==> config.mk <==
export PLATFORM = sky130hd
export DESIGN_NAME = register_file_reader
export DESIGN_NICKNAME = d
export VERILOG_FILES = /design/src/rtl/register_file_reader_pkg.sv /design/src/rtl/register_file_reader_scoreboard.sv /design/src/rtl/register_file_reader.sv
export SDC_FILE = /design/constraint.sdc
export NUM_CORES = 2
export LEC_CHECK = 0
export CORE_ASPECT_RATIO = 0.8
export CORE_MARGIN = 4
export CORE_UTILIZATION = 45
export CTS_CLUSTER_DIAMETER = 150
export DETAILED_ROUTE_END_ITERATION = 8
export SETUP_SLACK_MARGIN = 0.02
export SLEW_MARGIN = 40
export SYNTH_ARGS = -nofsm -noshare
export SYNTH_HDL_FRONTEND = slang
export SYNTH_SLANG_ARGS = --single-unit
==> constraint.sdc <==
create_clock -name clk -period 3.7 [get_ports clk]
set_input_delay 0.37 -clock clk [delete_from_list [all_inputs] [get_ports clk]]
set_output_delay 0.37 -clock clk [all_outputs]
set_load 0.01 [all_outputs]
==> src/rtl/register_file_reader_pkg.sv <==
// Shared types and sizing constants for the integer register file.
//   REG_NUM      number of architectural registers (x0 reads as zero)
//   DATA_W       register width
//   PENDING_W    width of each per-register in-flight write counter
//   BasicData    one register value
//   RegAddr      register index
//   PendingCount one in-flight write counter
package register_file_reader_pkg;

  localparam int REG_NUM    = 32;
  localparam int DATA_W     = 32;
  localparam int PENDING_W  = 2;
  localparam int REG_ADDR_W = $clog2(REG_NUM);

  typedef logic [DATA_W-1:0]     BasicData;
  typedef logic [REG_ADDR_W-1:0] RegAddr;
  typedef logic [PENDING_W-1:0]  PendingCount;

endpackage

==> src/rtl/register_file_reader_scoreboard.sv <==
// Per-register pending-write scoreboard producing the decode stall.
// Ports:
//   clk, rst              clock, synchronous active-high reset
//   wb_en, wb_addr        writeback write enable and destination
//   rs1_addr, rs2_addr    decode source registers
//   rs1_used, rs2_used    decode actually reads the source
//   issue_valid           decode wants to issue this cycle
//   issue_writes_rd       issuing instruction writes a destination
//   issue_rd              destination of the issuing instruction
//   flush                 clears every counter on the edge
//   stall                 decode must hold
//   issued                issue_valid && !stall
module register_file_reader_scoreboard #(
  parameter int REG_NUM   = register_file_reader_pkg::REG_NUM,
  parameter int PENDING_W = register_file_reader_pkg::PENDING_W
) (
  input  logic                       clk,
  input  logic                       rst,
  input  logic                       wb_en,
  input  logic [$clog2(REG_NUM)-1:0] wb_addr,
  input  logic [$clog2(REG_NUM)-1:0] rs1_addr,
  input  logic [$clog2(REG_NUM)-1:0] rs2_addr,
  input  logic                       rs1_used,
  input  logic                       rs2_used,
  input  logic                       issue_valid,
  input  logic                       issue_writes_rd,
  input  logic [$clog2(REG_NUM)-1:0] issue_rd,
  input  logic                       flush,
  output logic                       stall,
  output logic                       issued
);
  import register_file_reader_pkg::*;

  localparam int AW = $clog2(REG_NUM);

  logic [PENDING_W-1:0] cnt [REG_NUM];
  logic [REG_NUM-1:0]   wb_hit;
  logic [REG_NUM-1:0]   pending;
  logic [REG_NUM-1:0]   full;
  logic [REG_NUM-1:0]   inc;
  logic [REG_NUM-1:0]   dec;

  // A register is still pending when its count exceeds the writeback that
  // lands this very cycle, i.e. eff = cnt - wbHit (floored) is non-zero.
  always_comb begin
    wb_hit  = '0;
    pending = '0;
    full    = '0;
    for (int r = 1; r < REG_NUM; r++) begin
      wb_hit[r]  = wb_en && (wb_addr == AW'(r));
      pending[r] = cnt[r] > {{(PENDING_W-1){1'b0}}, wb_hit[r]};
      full[r]    = &cnt[r];
    end
  end

  // Saturation guard: a full counter cannot absorb another writer.
  always_comb begin
    stall  = issue_valid &&
             ((rs1_used && pending[rs1_addr]) ||
              (rs2_used && pending[rs2_addr]) ||
              (issue_writes_rd && (issue_rd != '0) && full[issue_rd]));
    issued = issue_valid && !stall;
  end

  always_comb begin
    inc = '0;
    dec = '0;
    for (int r = 1; r < REG_NUM; r++) begin
      inc[r] = issued && issue_writes_rd && (issue_rd == AW'(r));
      dec[r] = wb_hit[r] && (cnt[r] != '0);
    end
  end

  // Counter 0 is never incremented or decremented, so it stays at zero.
  always_ff @(posedge clk) begin
    if (rst || flush) begin
      for (int r = 0; r < REG_NUM; r++) cnt[r] <= '0;
    end else begin
      for (int r = 0; r < REG_NUM; r++) begin
        if (inc[r] && !dec[r])      cnt[r] <= cnt[r] + PENDING_W'(1);
        else if (dec[r] && !inc[r]) cnt[r] <= cnt[r] - PENDING_W'(1);
      end
    end
  end

endmodule

==> src/rtl/register_file_reader.sv <==
// Architectural integer register file with two combinational read ports,
// write-to-read bypass from the writeback port, and the pending-write
// scoreboard that stalls decode.
// Ports:
//   clk, rst                  clock, synchronous active-high reset
//   wEnable, rdAddr, wData    writeback write port (writes to x0 dropped)
//   rs1Addr, rs2Addr          read addresses
//   rs1Used, rs2Used          decode actually reads the source
//   rs1Data, rs2Data          read data (x0 reads zero)
//   issueValid, issueWritesRd, issueRd   issue request from decode
//   flush                     clears all pending counters
//   stall, issued             decode hold / instruction issued
module register_file_reader #(
  parameter int REG_NUM   = register_file_reader_pkg::REG_NUM,
  parameter int DATA_W    = register_file_reader_pkg::DATA_W,
  parameter int PENDING_W = register_file_reader_pkg::PENDING_W
) (
  input  logic                       clk,
  input  logic                       rst,
  input  logic                       wEnable,
  input  logic [$clog2(REG_NUM)-1:0] rdAddr,
  input  logic [DATA_W-1:0]          wData,
  input  logic [$clog2(REG_NUM)-1:0] rs1Addr,
  input  logic [$clog2(REG_NUM)-1:0] rs2Addr,
  input  logic                       rs1Used,
  input  logic                       rs2Used,
  output logic [DATA_W-1:0]          rs1Data,
  output logic [DATA_W-1:0]          rs2Data,
  input  logic                       issueValid,
  input  logic                       issueWritesRd,
  input  logic [$clog2(REG_NUM)-1:0] issueRd,
  input  logic                       flush,
  output logic                       stall,
  output logic                       issued
);
  import register_file_reader_pkg::*;

  logic [DATA_W-1:0] regs [REG_NUM];

  always_ff @(posedge clk) begin
    if (rst) begin
      for (int r = 0; r < REG_NUM; r++) regs[r] <= '0;
    end else if (wEnable && (rdAddr != '0)) begin
      regs[rdAddr] <= wData;
    end
  end

  // Bypass the writeback value so decode sees it in the same cycle.
  always_comb begin
    rs1Data = '0;
    rs2Data = '0;
    if (rs1Addr != '0)
      rs1Data = (wEnable && (rdAddr == rs1Addr)) ? wData : regs[rs1Addr];
    if (rs2Addr != '0)
      rs2Data = (wEnable && (rdAddr == rs2Addr)) ? wData : regs[rs2Addr];
  end

  register_file_reader_scoreboard #(
    .REG_NUM   (REG_NUM),
    .PENDING_W (PENDING_W)
  ) u_scoreboard (
    .clk             (clk),
    .rst             (rst),
    .wb_en           (wEnable),
    .wb_addr         (rdAddr),
    .rs1_addr        (rs1Addr),
    .rs2_addr        (rs2Addr),
    .rs1_used        (rs1Used),
    .rs2_used        (rs2Used),
    .issue_valid     (issueValid),
    .issue_writes_rd (issueWritesRd),
    .issue_rd        (issueRd),
    .flush           (flush),
    .stall           (stall),
    .issued          (issued)
  );

endmodule

### Word-level counts from Yosys, hierarchy flattened

Memories as Yosys holds them, arrays and structs flattened.
Index checks and enable logic that the tools add are counted.

| word-level totals | value |
|---|---|
| bits in registers | 0 |
| RAM bits | 1088 |
| bits of input ports | 60 |
| output and inout bits | 66 |
| logic and storage cells | 821 |
| memories | 2 |

| cells by class | value |
|---|---|
| $add $sub $neg | 62 |
| order comparisons | 34 |
| equal/unequal tests | 64 |
| mux-type cells | 299 |
| bitwise logic cells | 62 |
| reduce and logical (&&, ||, !) cells | 298 |

Memory list:

| name | depth | bits a word | read ports | clocked after memory_dff | wr ports | RTL line | RTL |
|---|---|---|---|---|---|---|---|
| regs | 32 | 32 | 2 | 0 | 32 | register_file_reader.sv:38 | `logic [DATA_W-1:0] regs [REG_NUM];` |
| u_scoreboard.cnt | 32 | 2 | 31 | 0 | 32 | register_file_reader_scoreboard.sv:36 | `logic [PENDING_W-1:0] cnt [REG_NUM];` |

Operators by type and width:

| kind | number |
|---|---|
| $mux W1 | 228 |
| $logic_and A1 B1 Y1 | 165 |
| $eq A5 B5 Y1 const B | 32 |
| $mux W32 | 5 |
| $mux W2 | 62 |
| $eq A5 B4 Y1 const B | 16 |
| $logic_not A1 Y1 | 63 |
| $add A2 B1 Y2 const B | 31 |
| $gt A2 B1 Y1 | 31 |
| $or A1 B1 Y1 | 62 |
| $reduce_and A2 Y1 | 31 |
| $reduce_bool A2 Y1 | 31 |
| $sub A2 B1 Y2 const B | 31 |
| $eq A5 B3 Y1 const B | 8 |
| $reduce_or A32 Y1 | 1 |
| $eq A5 B2 Y1 const B | 4 |
| $reduce_bool A5 Y1 | 4 |
| $lt A5 B6 Y1 const B | 3 |
| $bmux W1 S5 | 3 |
| $eq A5 B1 Y1 const B | 2 |
| $eq A5 B5 Y1 | 2 |
| $mux W5 | 1 |
| $logic_or A1 B1 Y1 | 3 |

### Depth between registers and ports, before layout

| depth | value |
|---|---|
| depth in word-level cells | 20 |
| gate-level depth with buffers | 17 |
| gate-level depth less buffers | 13 |

### By module

A second synthesis with hierarchy kept.

| second synthesis, totals | value |
|---|---|
| cell total of the unflattened synthesis | 4736 |
| area, all modules | 61928.1 µm² |

Modules (own cells, without submodules):

| module | times used | cells each | area an instance (µm²) | seq. area each (µm²) |
|---|---|---|---|---|
| register_file_reader | 1 | 3857 | 55182.9 | 30749.5 |
| register_file_reader_scoreboard | 1 | 879 | 6745.2 | 1861.8 |

### Worst setup path before layout

Ideal clock, no wire load.

| timing path | value |
|---|---|
| kind | input-to-reg |
| start | input port rdAddr[2] |
| end | memory u_scoreboard.cnt[12][0], in the netlist u_scoreboard.cnt[0][24], enable pin |
| setup time | 0.265 ns |
| data arrival time | 3.700 ns |
| required time | 3.435 ns |
| setup slack | -0.264 ns |
| cell stages on the path | 15 |
| buffers on the path | 3 |
| cells stage by stage | clkbuf_1 nand2_1 or2_2 clkbuf_1 nor2_1 ha_1 o21bai_1 mux4_2 a211o_1 a32o_1 or4_4 buf_6 nor3_4 xor2_1 nand2_1 |

RTL lines:

| what | RTL line | RTL |
|---|---|---|
| from (decl) | register_file_reader.sv:21 | `input logic [$clog2(REG_NUM)-1:0] rdAddr,` |
| to (decl) | register_file_reader_scoreboard.sv:36 |  |

==> results.sh <==
export IMPL_outcome="finished, final reports clean"
export IMPL_worstRegToRegCells=12
export IMPL_die_w_um=419
export IMPL_fillers=10823
export IMPL_numCtsBuffers=114
export IMPL_leakage_nw=25.4
export IMPL_synthDistinctLibCells=68
export IMPL_p_per_area_nw_per_um2=443
export IMPL_start_kind="register"
export IMPL_cts_tree="built"
export IMPL_area_delta_synth_final_pct=18.9
export IMPL_dr_pass1_iters=5
export IMPL_synth_top_flop_cell="edfxtp_1"
export IMPL_critPathKind="register to output port"
export IMPL_die_height_um=337
export IMPL_routed_wl_um=221000
export IMPL_multi_input_area_um2=27100
export IMPL_max_stage_delay_ns=0.56
export IMPL_setup_violations=0
export IMPL_drive_above_1_share_pct=31.3
export IMPL_maxCapViolCount=0
export IMPL_cpMostUsedCell="mux4_2"
export IMPL_drt_drc_violations_left=0
export IMPL_cts_root_buf="clkbuf_16"
export IMPL_hold_path_class="primary input to register"
export IMPL_ys_ff_latch=1086
export IMPL_r2r_setup_slack_ns=0.08
export IMPL_rsz0062_at_grt="yes"
export IMPL_clock_sinks=1086
export IMPL_crit_path_end_kind="output port"
export IMPL_grt_start_max_net_pins=52
export IMPL_fin_crit_sh_pct=99.0
export IMPL_clock_latency_ns=0.76
export IMPL_async_flop_share_pct=0
export IMPL_drtAntennaViolNets=0
export IMPL_num_vias=40431
export IMPL_start_util_pct=45.4
export IMPL_routabilityCongestion=0.935
export IMPL_fin_worst_skew_ns=0.0250
export IMPL_grt_use_total_pct=31.2
export IMPL_crit_slowest_cell="clkdlybuf4s50_1"
export IMPL_fmax_mhz=273
export IMPL_synth_edf_count=1086
export IMPL_seqCellArea_um2=32600
export IMPL_post_dp_hpwl_um=137000
export IMPL_clk_pin_slew_ns=0.06
export IMPL_antenna_found_initial=22
export IMPL_drt_iter0_drc=6444
export IMPL_portBuffers=125
export IMPL_ys_warn_count=0
export IMPL_min_from="rdAddr[0]"
export IMPL_nets=4544
export IMPL_cts_max_path_buffers=3
export IMPL_viasPerCell=6.39
export IMPL_h_tree_depth=3
export IMPL_avgSynthCellArea_um2=14.8
export IMPL_wl_per_cell_um=34.9
export IMPL_place_ws_ns=-0.685
export IMPL_max_slew_margin_rel_pct=40.5
export IMPL_required_ns=3.33
export IMPL_p_total_mw=32.1
export IMPL_cp_max_fo=2
export IMPL_min_to="u_scoreboard.cnt[1][19]"
export IMPL_tightest_slew_ns=0.892
export IMPL_grt_pass1_vias=39397
export IMPL_max_vdd_ir_drop_mv=0.380
export IMPL_hold_depth=4
export IMPL_arrival_ns=3.29
export IMPL_worst_slack_ns=0.0357
export IMPL_synthesis_area_um2=60800
export IMPL_fp_dieArea_um2=141000
export IMPL_synth_cells=4121
export IMPL_r2r_start="u_scoreboard.cnt[1][8]"
export IMPL_utilization_pct=53.9
export IMPL_hold_viol=0
export IMPL_rows=120
export IMPL_grt_pass1_wl_um=308000
export IMPL_reg2reg_to="u_scoreboard.cnt[0][6]"
export IMPL_maxSlewViolCount=0
export IMPL_core_um2=134000
export IMPL_min_period_ns=3.66
export IMPL_crit_chain="mux4_2 -> mux4_2 -> mux2i_1 -> a211oi_1 -> buf_4 -> clkdlybuf4s50_1"
export IMPL_boundaryPins=126
export IMPL_grt_ovfl_total=0
export IMPL_seq_area_frac_synth_pct=53.6
## repair_timing
| action | CTS | global route |
|---|---|---|
| resized for setup | 59 | 41 |
| buffers inserted | 9 | 10 |
| endpoints found under the hold margin | 1 | 0 |
| hold buffers | 1 | 0 |
| endpoints found under the setup margin | 13 | 45 |
| pin swaps | 10 | 18 |
## flip-flops by register name (all words and copies together), names as in the netlist
name,count
regs,1024
u_scoreboard.cnt,62
## power by group
group	internal, mW	switching (mW)
combinational	2.32	2.56
clock	7.40	5.20
sequential	14.2	0.371
total	23.9	8.13
## worst max-delay path by stage
stage                                 startpoint                       to  slack [ns]
after CTS                              rdAddr[3]                    stall        0.01
after detailed placement               rdAddr[1]  u_scoreboard.cnt[0][28]       -0.68
after global placement                   wEnable                    stall       -0.66
final                                regs[15][0]               rs1Data[0]        0.04
after global routing      u_scoreboard.cnt[1][8]   u_scoreboard.cnt[0][5]       -0.02
after floorplan                        rdAddr[3]  u_scoreboard.cnt[0][24]        0.03
## cell usage after synthesis (8+ instances only)
cell      number  area (µm²)
o211ai_1       9        67.6
buf_1         52         195
ha_1          33         413
mux4_2       620       14000
or2_2         38         238
nor3b_1        8        60.1
nand2b_1      14        87.6
o21ai_0       46         230
edfxtp_1    1086       32600
xnor2_1       36         315
a31oi_1       13        81.3
nor3_1        30         150
mux2i_1       88         881
clkbuf_1     308        1160
o21bai_1      27         203
nor2_1       183         687
buf_2         46         230
a211o_1        9        78.8
nor2b_1       27         169
a211oi_1      97         728
nand3_1       40         200
a21oi_1       41         205
nand2_1       96         360
and2_1      1002        6270
inv_1         50         188
xor2_1        21         184
## cell type report
type / instances / share of cell area, %
Clock buffer: 130 / 4.09
Sequential cell: 1086 / 45.1
Antenna cell: 6 / 0.0208
Clock inverter: 84 / 1.47
Multi-Input combinational cell: 2602 / 37.5
Inverter: 51 / 0.265
Tap cell: 1769 / 3.06
Timing Repair Buffer: 596 / 8.53
## critical path: cells and delay by family, from the launching register on
kind / cells / cell delay (ns)
compound gates: 1 / 0.11
buf+inv: 2 / 0.72
flops: 1 / 0.38
mux: 3 / 1.32
## kinds of logic (layout without fill, tap and decap cells)
family | Yosys count | in the layout | synth area share (%)
AND/OR/NAND/NOR | 1484 | 1484 | 14.2
flip-flops | 1086 | 1086 | 53.6
multiplexers | 708 | 708 | 24.4
buffers and inverters | 464 | 861 | 3.03
AO/OA/AOI/OAI | 288 | 288 | 3.25
XOR/XNOR | 57 | 57 | 0.821
adder cells (fa/ha/maj) | 33 | 33 | 0.679
other | 1 | 38 | 0.00616
## placed cells by master, fill, tap and decap left out, types with 23 or more instances in the layout
cell and n:
bufinv_16 24, nand3_1 37, a21oi_1 37, a211oi_1 92, buf_12 105, inv_1 49
edfxtp_1 1086, or2_2 23, mux2i_1 82, nor2b_1 26, xnor2_1 36, nor3_1 28
conb_1 32, o21ai_0 43, nand2_1 91, clkdlybuf4s50_1 93, clkbuf_16 116, ha_1 30
clkinv_1 29, and2_1 1002, nor2_4 37, nor2_1 135, mux4_2 620, buf_4 364
## metal layers
layer / global-route usage [%] / share of wire, %
met5: 0 / 0.012
met2: 46.7 / 44
met3: 7.36 / 11
met1: 45.5 / 41
met4: 9.93 / 3.6
## per-stage QoR
step	area (µm²)	TNS (ns)	std cells	hold slack (ns)
finish	72300	0	6324	0.341
global route	72300	-0.0387	6320	0.340
CTS	72100	0	6308	0.366
detailed placement	67800	-58.02	6084	0.618
global placement	67800	-53.80	6083	0.604
floorplan	61000	0	4152	0.568
Note: power is estimated with default switching activity, not from simulation.
